[src/rtl/ram_sp_clr_pkg.sv]
// Shared types and constants for the single-port RAM with hardware clear.
package ram_pkg;

  typedef enum logic {
    CLEAR = 1'b0,
    IDLE  = 1'b1
  } state_t;

  localparam logic RW_WRITE = 1'b0;
  localparam logic RW_READ  = 1'b1;

endpackage

[src/rtl/ram_sp_clr_if.sv]
// Access bus of ram_sp_clr: requester (master) drives the request, RAM (slave) answers.
interface ram_sp_clr_if #(
  parameter int DATA_W = 4,
  parameter int ADDR_W = 3
);

  logic              en;
  logic              rw;
  logic [ADDR_W-1:0] addr;
  logic [DATA_W-1:0] data_in;
  logic [DATA_W-1:0] wmask;
  logic              clr;
  logic              busy;
  logic [DATA_W-1:0] data_out;
  logic              rd_valid;

  modport master (
    output en, rw, addr, data_in, wmask, clr,
    input  busy, data_out, rd_valid
  );

  modport slave (
    input  en, rw, addr, data_in, wmask, clr,
    output busy, data_out, rd_valid
  );

endinterface

[src/rtl/ram_sp_clr_ctrl.sv]
// Clear sequencer: CLEAR/IDLE FSM and the address counter that sweeps the array with zeros.
module ram_clr_ctrl
  import ram_pkg::*;
#(
  parameter int ADDR_W = 3
) (
  input  logic              clk,
  input  logic              rst_n,
  input  logic              i_clr_req,
  output logic              o_busy,
  output logic              o_clr_we,
  output logic [ADDR_W-1:0] o_clr_addr
);

  state_t            r_state;
  state_t            w_state_nxt;
  logic [ADDR_W-1:0] r_cnt;
  logic [ADDR_W-1:0] w_cnt_nxt;

  always_ff @(posedge clk or negedge rst_n) begin
    if (!rst_n) begin
      r_state <= CLEAR;
      r_cnt   <= '0;
    end else begin
      r_state <= w_state_nxt;
      r_cnt   <= w_cnt_nxt;
    end
  end

  // The counter wraps to zero on the last clear write, so it is ready for the next sweep.
  always_comb begin
    w_state_nxt = r_state;
    w_cnt_nxt   = r_cnt;
    unique case (r_state)
      CLEAR: begin
        w_cnt_nxt = r_cnt + 1'b1;
        if (&r_cnt) w_state_nxt = IDLE;
      end
      IDLE: begin
        w_cnt_nxt = '0;
        if (i_clr_req) w_state_nxt = CLEAR;
      end
    endcase
  end

  always_comb begin
    o_busy     = (r_state == CLEAR);
    o_clr_we   = (r_state == CLEAR);
    o_clr_addr = r_cnt;
  end

endmodule

[src/rtl/ram_sp_clr.sv]
// Single-port RAM with bit-masked writes, optional output register and a hardware clear sweep.
module ram_sp_clr
  import ram_pkg::*;
#(
  parameter int DATA_W  = 4,
  parameter int ADDR_W  = 3,
  parameter int OUT_REG = 0
) (
  input  logic        clk,
  input  logic        rst_n,
  ram_sp_clr_if.slave bus
);

  localparam int DEPTH = 1 << ADDR_W;

  logic [DATA_W-1:0] r_mem [DEPTH];

  logic              w_busy;
  logic              w_clr_we;
  logic [ADDR_W-1:0] w_clr_addr;
  logic              w_wr_acc;
  logic              w_rd_acc;

  logic              r_rd_v1;
  logic [DATA_W-1:0] r_rd_q1;

  ram_clr_ctrl #(
    .ADDR_W(ADDR_W)
  ) u_ctrl (
    .clk       (clk),
    .rst_n     (rst_n),
    .i_clr_req (bus.clr),
    .o_busy    (w_busy),
    .o_clr_we  (w_clr_we),
    .o_clr_addr(w_clr_addr)
  );

  // A clear request in the same cycle as an access wins; the access is dropped.
  always_comb begin
    w_wr_acc = !w_busy && bus.en && (bus.rw == RW_WRITE) && !bus.clr;
    w_rd_acc = !w_busy && bus.en && (bus.rw == RW_READ)  && !bus.clr;
  end

  always_ff @(posedge clk) begin
    if (w_clr_we) begin
      r_mem[w_clr_addr] <= '0;
    end else if (w_wr_acc) begin
      r_mem[bus.addr] <= (r_mem[bus.addr] & ~bus.wmask) | (bus.data_in & bus.wmask);
    end
  end

  // Read stage is not gated by busy so a read accepted just before a clear still completes.
  always_ff @(posedge clk or negedge rst_n) begin
    if (!rst_n) begin
      r_rd_v1 <= 1'b0;
      r_rd_q1 <= '0;
    end else begin
      r_rd_v1 <= w_rd_acc;
      if (w_rd_acc) r_rd_q1 <= r_mem[bus.addr];
    end
  end

  generate
    if (OUT_REG != 0) begin : g_out_reg
      logic              r_rd_v2;
      logic [DATA_W-1:0] r_rd_q2;

      always_ff @(posedge clk or negedge rst_n) begin
        if (!rst_n) begin
          r_rd_v2 <= 1'b0;
          r_rd_q2 <= '0;
        end else begin
          r_rd_v2 <= r_rd_v1;
          if (r_rd_v1) r_rd_q2 <= r_rd_q1;
        end
      end

      always_comb begin
        bus.data_out = r_rd_q2;
        bus.rd_valid = r_rd_v2;
      end
    end else begin : g_no_out_reg
      always_comb begin
        bus.data_out = r_rd_q1;
        bus.rd_valid = r_rd_v1;
      end
    end
  endgenerate

  always_comb bus.busy = w_busy;

endmodule

[src/flat_wrapper.sv]
// flat-port wrapper written by rule: the top's interface ports become plain ports
module ram_sp_clr_flat import ram_pkg::*;
#(
  parameter int DATA_W  = 4,
  parameter int ADDR_W  = 3,
  parameter int OUT_REG = 0
)
  (clk, rst_n, bus_en, bus_rw, bus_addr, bus_data_in, bus_wmask, bus_clr, bus_busy, bus_data_out, bus_rd_valid);
  ram_sp_clr_if #(.DATA_W(DATA_W), .ADDR_W(ADDR_W)) bus_i ();
  input  logic clk;
  input  logic rst_n;
  input wire logic [$bits(bus_i.en)-1:0] bus_en;
  input wire logic [$bits(bus_i.rw)-1:0] bus_rw;
  input wire logic [$bits(bus_i.addr)-1:0] bus_addr;
  input wire logic [$bits(bus_i.data_in)-1:0] bus_data_in;
  input wire logic [$bits(bus_i.wmask)-1:0] bus_wmask;
  input wire logic [$bits(bus_i.clr)-1:0] bus_clr;
  output wire logic [$bits(bus_i.busy)-1:0] bus_busy;
  output wire logic [$bits(bus_i.data_out)-1:0] bus_data_out;
  output wire logic [$bits(bus_i.rd_valid)-1:0] bus_rd_valid;
  assign bus_i.en = bus_en;
  assign bus_i.rw = bus_rw;
  assign bus_i.addr = bus_addr;
  assign bus_i.data_in = bus_data_in;
  assign bus_i.wmask = bus_wmask;
  assign bus_i.clr = bus_clr;
  assign bus_busy = bus_i.busy;
  assign bus_data_out = bus_i.data_out;
  assign bus_rd_valid = bus_i.rd_valid;
  ram_sp_clr #(.DATA_W(DATA_W), .ADDR_W(ADDR_W), .OUT_REG(OUT_REG)) u_core (.clk(clk), .rst_n(rst_n), .bus(bus_i));
endmodule
[config.mk]
export PLATFORM = sky130hd
export DESIGN_NAME = ram_sp_clr_flat
export DESIGN_NICKNAME = d
export VERILOG_FILES = /design/src/rtl/ram_sp_clr_pkg.sv /design/src/rtl/ram_sp_clr_if.sv /design/src/rtl/ram_sp_clr_ctrl.sv /design/src/rtl/ram_sp_clr.sv /design/src/flat_wrapper.sv
export SDC_FILE = /design/constraint.sdc
export NUM_CORES = 1
export LEC_CHECK = 0
export CORE_ASPECT_RATIO = 1.2
export CORE_MARGIN = 10
export CORE_UTILIZATION = 58
export CTS_CLUSTER_DIAMETER = 60
export DETAILED_ROUTE_END_ITERATION = 12
export PLACE_DENSITY = 0.87
export SKIP_CTS_REPAIR_TIMING = 1
export SYNTH_ARGS = -nofsm -noshare
export SYNTH_HDL_FRONTEND = slang
export SYNTH_HIERARCHICAL = 1
export SYNTH_SLANG_ARGS = --single-unit
[constraint.sdc]
create_clock -name clk -period 5.84 [get_ports clk]
set_input_delay 1.168 -clock clk [delete_from_list [all_inputs] [get_ports clk]]
set_output_delay 1.168 -clock clk [all_outputs]
set_load 0.01 [all_outputs]
==> results.md <==
- Peak supply drop: around 0.29 mV
- Slew headroom: 0.441
- Initial antenna violation count: 0
- Routed vias: ~1.1k
- CP required: between 5 and 6 ns
- Post-DRT Antenna Nets: 0
- Tot Pwr: 820 uW
- Cells after synthesis: between 100 and 150
- Area Growth Syn to Fin: 15.6%
- PortBufs: 21
- Status: completed
- Row count: 21
- Yosys warning count: 6
- Tmin final: 3.21 ns
- Total GRT Usage: 0.126
- CP max FO: 10
- CTS tree: done
- Max-capacitance violation count: 0
- Hold Worst Slack: about 0.5 ns
- First-pass GRT wire length: between 5 and 6 mm
- Period utilisation layout: 0.550
- Worst Setup Start Kind: input port
- Clk pin slew, worst setup/hold paths: between 0.1 and 0.15 ns
- Setup-failing EPs final: 0
- I/O Pins: 22
- Worst slew pin tran: roughly 0.83 ns
- Crit path cell chain: clkdlybuf4s50_1 -> mux4_2 -> mux2i_1 -> o31ai_1
- TritonRoute pass-1 iters: 4
- Max Fclk: a little over 300 MHz
- Root Buffer Master: clkbuf_4
- Critical path endpoint category: register
- Maximum clock path buffer count: 2
- Setup CP Type: in -> reg
- Static Leak: a little over 0.0007 uW
- Share of layout cells above drive strength 1: 0.157
- Largest net degree at the start of global routing: 13
- Layout Utilization: 0.714
- Crit-path slowest cell: clkdlybuf4s50_1
- Final hold violation count: 0
- Clock Skew: 0.0129 ns
- Max-slew violations: 0
- TNS Setup: 0 ns
- Sequential share of the synthesized area: 0.670
- Switch share: 0.312
- N_diodes: 0
- Die height: approximately 81 um
- Post-DP HPWL: roughly 2.6 mm
- Worst-skew pair later-pin latency: ~0.34 ns
- Distinct cell type count after synthesis: 28
- Clock Power Share: 0.156
- Vias in the first global route: ~1.0k
- Critical path's largest stage delay: between 0.8 and 0.9 ns
- Drt first-iter violations: roughly 110
- Post-Syn Area: approximately 1800 um2
- CTS sink count: 41
- Nets@finish: between 150 and 200
- GP Congestion: ~0.96
- Die Area: 5670 um2
- # DRC: 0
- DIE WIDTH: a little over 70 um
- Family with the most delay on the worst path: buffers and inverters
- Dpl cells: 160
- H-tree depth: 2
- Core area: around 2900 um2
- Gr ovfl total: 0
- Num CTS Buffers: 5
- Multi-input logic area: between 500 and 600 um2
- Combinational Power Share: 0.302
- Mapped Avg Cell Area: approximately 16 um2
- Post-Layout Cell Count: roughly 170
- FF+latch count, synth: 41
- # fillers: around 190
- Syn nets: approximately 130
- Psw: approximately 260 uW
- Initial Util: 0.618
- Internal power: between 500 and 600 uW
- Crit path DAT: ~3.2 ns
- Worst min path class: reg -> reg
- Routed wire length: 3.43 mm
- Sequential standard cell area: around 1200 um2
- Via density: roughly 6.4
- Part of the power in registers: 0.542
- Routed len/inst: a little over 20 um
- Crit path buf inv count: 1
- RSZ-0062 raised after global routing: false
- Pwr per Cell Area: approximately 400 nW/um2
per-layer routing:
metal / global-route usage / vias up / wire [um]
li1: - / 488 / -
met1: 0.143 / 516 / 1360
met2: 0.219 / 63 / 1760
met3: 0.0381 / 8 / 260
met4: 0.0455 / 0 / 60
met5: 0 / - / 0
cell families after synthesis:
family          Yosys count  share of synthesized area
fa+ha+maj                 2                     0.0141
simple gates             25                     0.0934
mux                      12                      0.124
compound gates           23                     0.0778
flops                    41                      0.670
buf+inv                   7                     0.0198
path summary, 6_finish.rpt:
kind	slack (ns)	from	end	depth (start not counted)
setup / recovery	2.63	bus_addr[0]	u_core/r_mem[2][0]$_DFFE_PP_	4
hold reg to reg	0.50	u_core/u_ctrl/o_clr_addr[0]$_DFF_PN0_	u_core/u_ctrl/o_clr_addr[0]$_DFF_PN0_	1
max in group asynchronous	4.43	rst_n	u_core/u_ctrl/o_clr_addr[0]$_DFF_PN0_	1
min in group asynchronous	1.11	rst_n	u_core/bus.rd_valid$_DFF_PN0_	1
setup reg to reg	3.50	u_core/u_ctrl/r_state$_DFF_PN0_	u_core/r_mem[5][1]$_DFFE_PP_	4
hold / removal	0.50	u_core/u_ctrl/o_clr_addr[0]$_DFF_PN0_	u_core/u_ctrl/o_clr_addr[0]$_DFF_PN0_	1
power by group through the flow:
stage | clock, uW | combinational [uW] | sequential (uW)
3_5_place_dp | 0 | 245 | 452
5_1_grt | 149 | 271 | 454
3_3_place_gp | 0 | 241 | 449
4_1_cts | 133 | 247 | 445
6_report | 128 | 248 | 445
2_1_floorplan | 0 | 151 | 447
flip-flops by register name (all words and copies together) (netlist names):
| signal | count |
|---|---|
| u_core/bus.rd_valid | 1 |
| u_core/r_mem | 32 |
| u_core/u_ctrl/r_state | 1 |
| u_core/bus.data_out | 4 |
| u_core/u_ctrl/o_clr_addr | 3 |
layout make-up:
| type | count | share of cell area |
|---|---|---|
| clock buffer | 6 | 0.0202 |
| tap | 34 | 0.0208 |
| sequential | 41 | 0.580 |
| timing repair buffer | 21 | 0.103 |
| clock inverter | 2 | 0.00489 |
| inverter | 2 | 0.00367 |
| multi-input combinational | 62 | 0.268 |
cell usage after synthesis:
library cell  instances  share of area
nand4b_1              2         0.0099
clkbuf_1              2         0.0042
a32oi_1               1         0.0050
and4bb_2              1         0.0071
or3b_4                1         0.0064
nand2_1               1         0.0021
or4_4                 1         0.0064
nand2b_1              1         0.0035
mux2i_1               4          0.023
nand4_1               5          0.018
mux4_2                8           0.10
a21oi_1              12          0.034
nor3b_2               1         0.0071
ha_1                  2          0.014
o211ai_1              1         0.0042
buf_2                 1         0.0028
o21ai_1               1         0.0028
and2b_1               1         0.0042
inv_1                 2         0.0042
buf_4                 2         0.0085
o31ai_1               4          0.017
nor2b_1               3          0.011
or2_2                 1         0.0035
nor2_1                7          0.015
edfxtp_1             32           0.54
o32a_2                1         0.0064
dfrtp_1               9           0.13
o21ai_0               3         0.0085
stage by stage:
stage,area (um2),worst slack [ns]
after CTS,2050,2.61
after global routing,2050,2.44
after global placement,1990,2.36
after floorplan,1770,3.17
final,2050,2.63
after detailed placement,1990,2.20
placed cells by master (no fill, tap or decap), types with 3 or more instances in the layout:
| cell | n |
|---|---|
| a21oi_1 | 12 |
| clkbuf_4 | 5 |
| clkdlybuf4s50_1 | 21 |
| dfrtp_1 | 9 |
| edfxtp_1 | 32 |
| mux2i_1 | 4 |
| mux4_2 | 8 |
| nand4_1 | 5 |
| nor2_1 | 7 |
| nor2b_1 | 3 |
| o21ai_0 | 3 |
| o31ai_1 | 4 |
No activity file was read; power rests on OpenSTA's default activity.
==> patch: new RTL, same settings <==
`DATA_W` is set to 4 in 3 places; all go to 5.
--- a/src/rtl/ram_sp_clr_if.sv
+++ b/src/rtl/ram_sp_clr_if.sv
@@ -2,3 +2,3 @@
 interface ram_sp_clr_if #(
-  parameter int DATA_W = 4,
+  parameter int DATA_W = 5,
   parameter int ADDR_W = 3
--- a/src/rtl/ram_sp_clr.sv
+++ b/src/rtl/ram_sp_clr.sv
@@ -4,3 +4,3 @@
 #(
-  parameter int DATA_W  = 4,
+  parameter int DATA_W  = 5,
   parameter int ADDR_W  = 3,
--- a/src/flat_wrapper.sv
+++ b/src/flat_wrapper.sv
@@ -3,3 +3,3 @@
 #(
-  parameter int DATA_W  = 4,
+  parameter int DATA_W  = 5,
   parameter int ADDR_W  = 3,
Ports: changed (resized bus_data_in, bus_data_out and bus_wmask); port bits go from 22 to 25. The function was not compared with the original's and may differ.
==> patch against the original RTL <==
  * Design area up 22%
  * Sequential share of layout area up 0.34 points
  * Worst setup slack worse by 0.17 ns
  * Routed wire length up 25%
  * Sequential cell count up 9
  * Critical path type unchanged
  * Largest power group unchanged
  * Global-route usage up 2.0 points
  * Area after synthesis up 19%
  * First-iteration DRC count up 36%
  * Highest routed layer unchanged
  * Power up 31%
  * Die area up 14%
==> patch: results (changes against the original RTL) <==
dpl hpwl 3.08 mm (+20%); Synth cell types 29 (+3.6%); fraction of layout cells with a size suffix above 1 15.7% (about the same); R2R Setup Slk 3.32 ns (-0.18 ns); Post-Syn Nets 146 (+14%); Clock Skew 0.00948 ns (-0.00346 ns); number of global-route vias before repair 1248 (+20%); GRT Util Overall 14.6% (+2.0 points); P_leak 0.856 nW (+21%); Root Driver clkbuf_8; port bufs 24 (+14%); pre-CTS setup slack 2.14 ns (-0.0653 ns); Slew HR 37.8% (-6.2 points); Max rail drop VDD 245 uV (-14%); Final nets 172 (+14%); GP Congestion 0.759 (-21%); routed via count 1257 (+17%); DRT iter0 DRCs 146 (+36%); CP arrival 3.37 ns (+0.13 ns); FF-to-FF End u_core/r_mem[3][4]; async set-or-reset flop fraction in the synthesized netlist 20.0% (-2.0 points); clock-pin slew on the worst setup and hold paths 0.09 ns (-0.02 ns); post-synthesis sequential area ratio 68.7% (+1.7 points); Post-synth EDFFs 40 (+25%); outcome finished clean; Commonest cells post-synth edfxtp_1, a21oi_1, dfrtp_1, mux4_2, nor2_1; crit path max fanout 12 (+2); largest net degree at the start of global routing 18 (+5); placed inst area 0.00237 mm2 (+19%)
patch: changes by cell type in the layout (fill, tap and decap cells not counted), sizes merged:
cell | before | now
mux2i | 4 | 5
clkbuf | 6 | 5
bufinv | 0 | 1
nand4 | 5 | 6
dfrtp | 9 | 10
edfxtp | 32 | 40
nor2 | 7 | 8
clkinv | 2 | 0
a21oi | 12 | 13
mux4 | 8 | 10
clkinvlp | 0 | 1
clkdlybuf4s50 | 21 | 24
o31ai | 4 | 5
inv | 2 | 3
patch: how the worst min path moves through the flow:
stage               cells after the start  slack, ns                        start                           to
floorplan                               1       0.45  u_core/u_ctrl/o_clr_addr[0]  u_core/u_ctrl/o_clr_addr[0]
global placement                        1       0.48        u_core/u_ctrl/r_state  u_core/u_ctrl/o_clr_addr[1]
detailed placement                      1       0.48        u_core/u_ctrl/r_state  u_core/u_ctrl/o_clr_addr[1]
CTS                                     1       0.50        u_core/u_ctrl/r_state  u_core/u_ctrl/o_clr_addr[1]
global route                            1       0.53        u_core/u_ctrl/r_state  u_core/u_ctrl/o_clr_addr[1]
finish                                  1       0.49        u_core/u_ctrl/r_state  u_core/u_ctrl/o_clr_addr[1]
patch: logic make-up (layout without fill, tap and decap cells):
group,Yosys count,after routing,synth area share [%]
DFF,50,50,68.7
and+or+nand+nor,27,27,8.29
AOI/OAI and AO/OA,25,25,7.11
muxes,15,15,13.0
buffers and inverters,7,34,1.66
adders and majority gates,2,2,1.18
patch: report_power, final:
| group | total, mW | switching [mW] | internal, mW |
|---|---|---|---|
| logic | 0.281 | 0.157 | 0.124 |
| registers | 0.543 | 0.0429 | 0.500 |
| clock network | 0.250 | 0.120 | 0.130 |
patch: per-layer routing:
layer	global-route usage (%)	part of all wire, %	vias to the layer above
met2	22.1	47	69
met5	0	0	-
met3	6.46	12	14
li1	-	-	560
met4	7.76	3.0	0
met1	16.8	37	614
patch: stage by stage:
step,cells,hold slack [ns]
6_report,190,0.494
5_1_grt,190,0.526
4_1_cts,190,0.497
3_5_place_dp,182,0.485
3_3_place_gp,182,0.477
2_1_floorplan,126,0.446
patch: layout make-up:
| class | count | area [um2] | share of cell area [%] |
|---|---|---|---|
| clock inverters | 3 | 48.8 | 1.96 |
| repair buffers | 24 | 240 | 9.65 |
| clock buffers | 5 | 68.8 | 2.77 |
| inverters | 2 | 7.51 | 0.302 |
| flip-flops and latches | 50 | 1450 | 58.3 |
| well taps | 37 | 46.3 | 1.86 |
| multi-input cells | 69 | 626 | 25.1 |
patch: worst max-delay path: cells and delay by family:
family	cells	cell delay [ns]
buf+inv	1	0.95
compound gates	1	0.76
mux	2	0.48
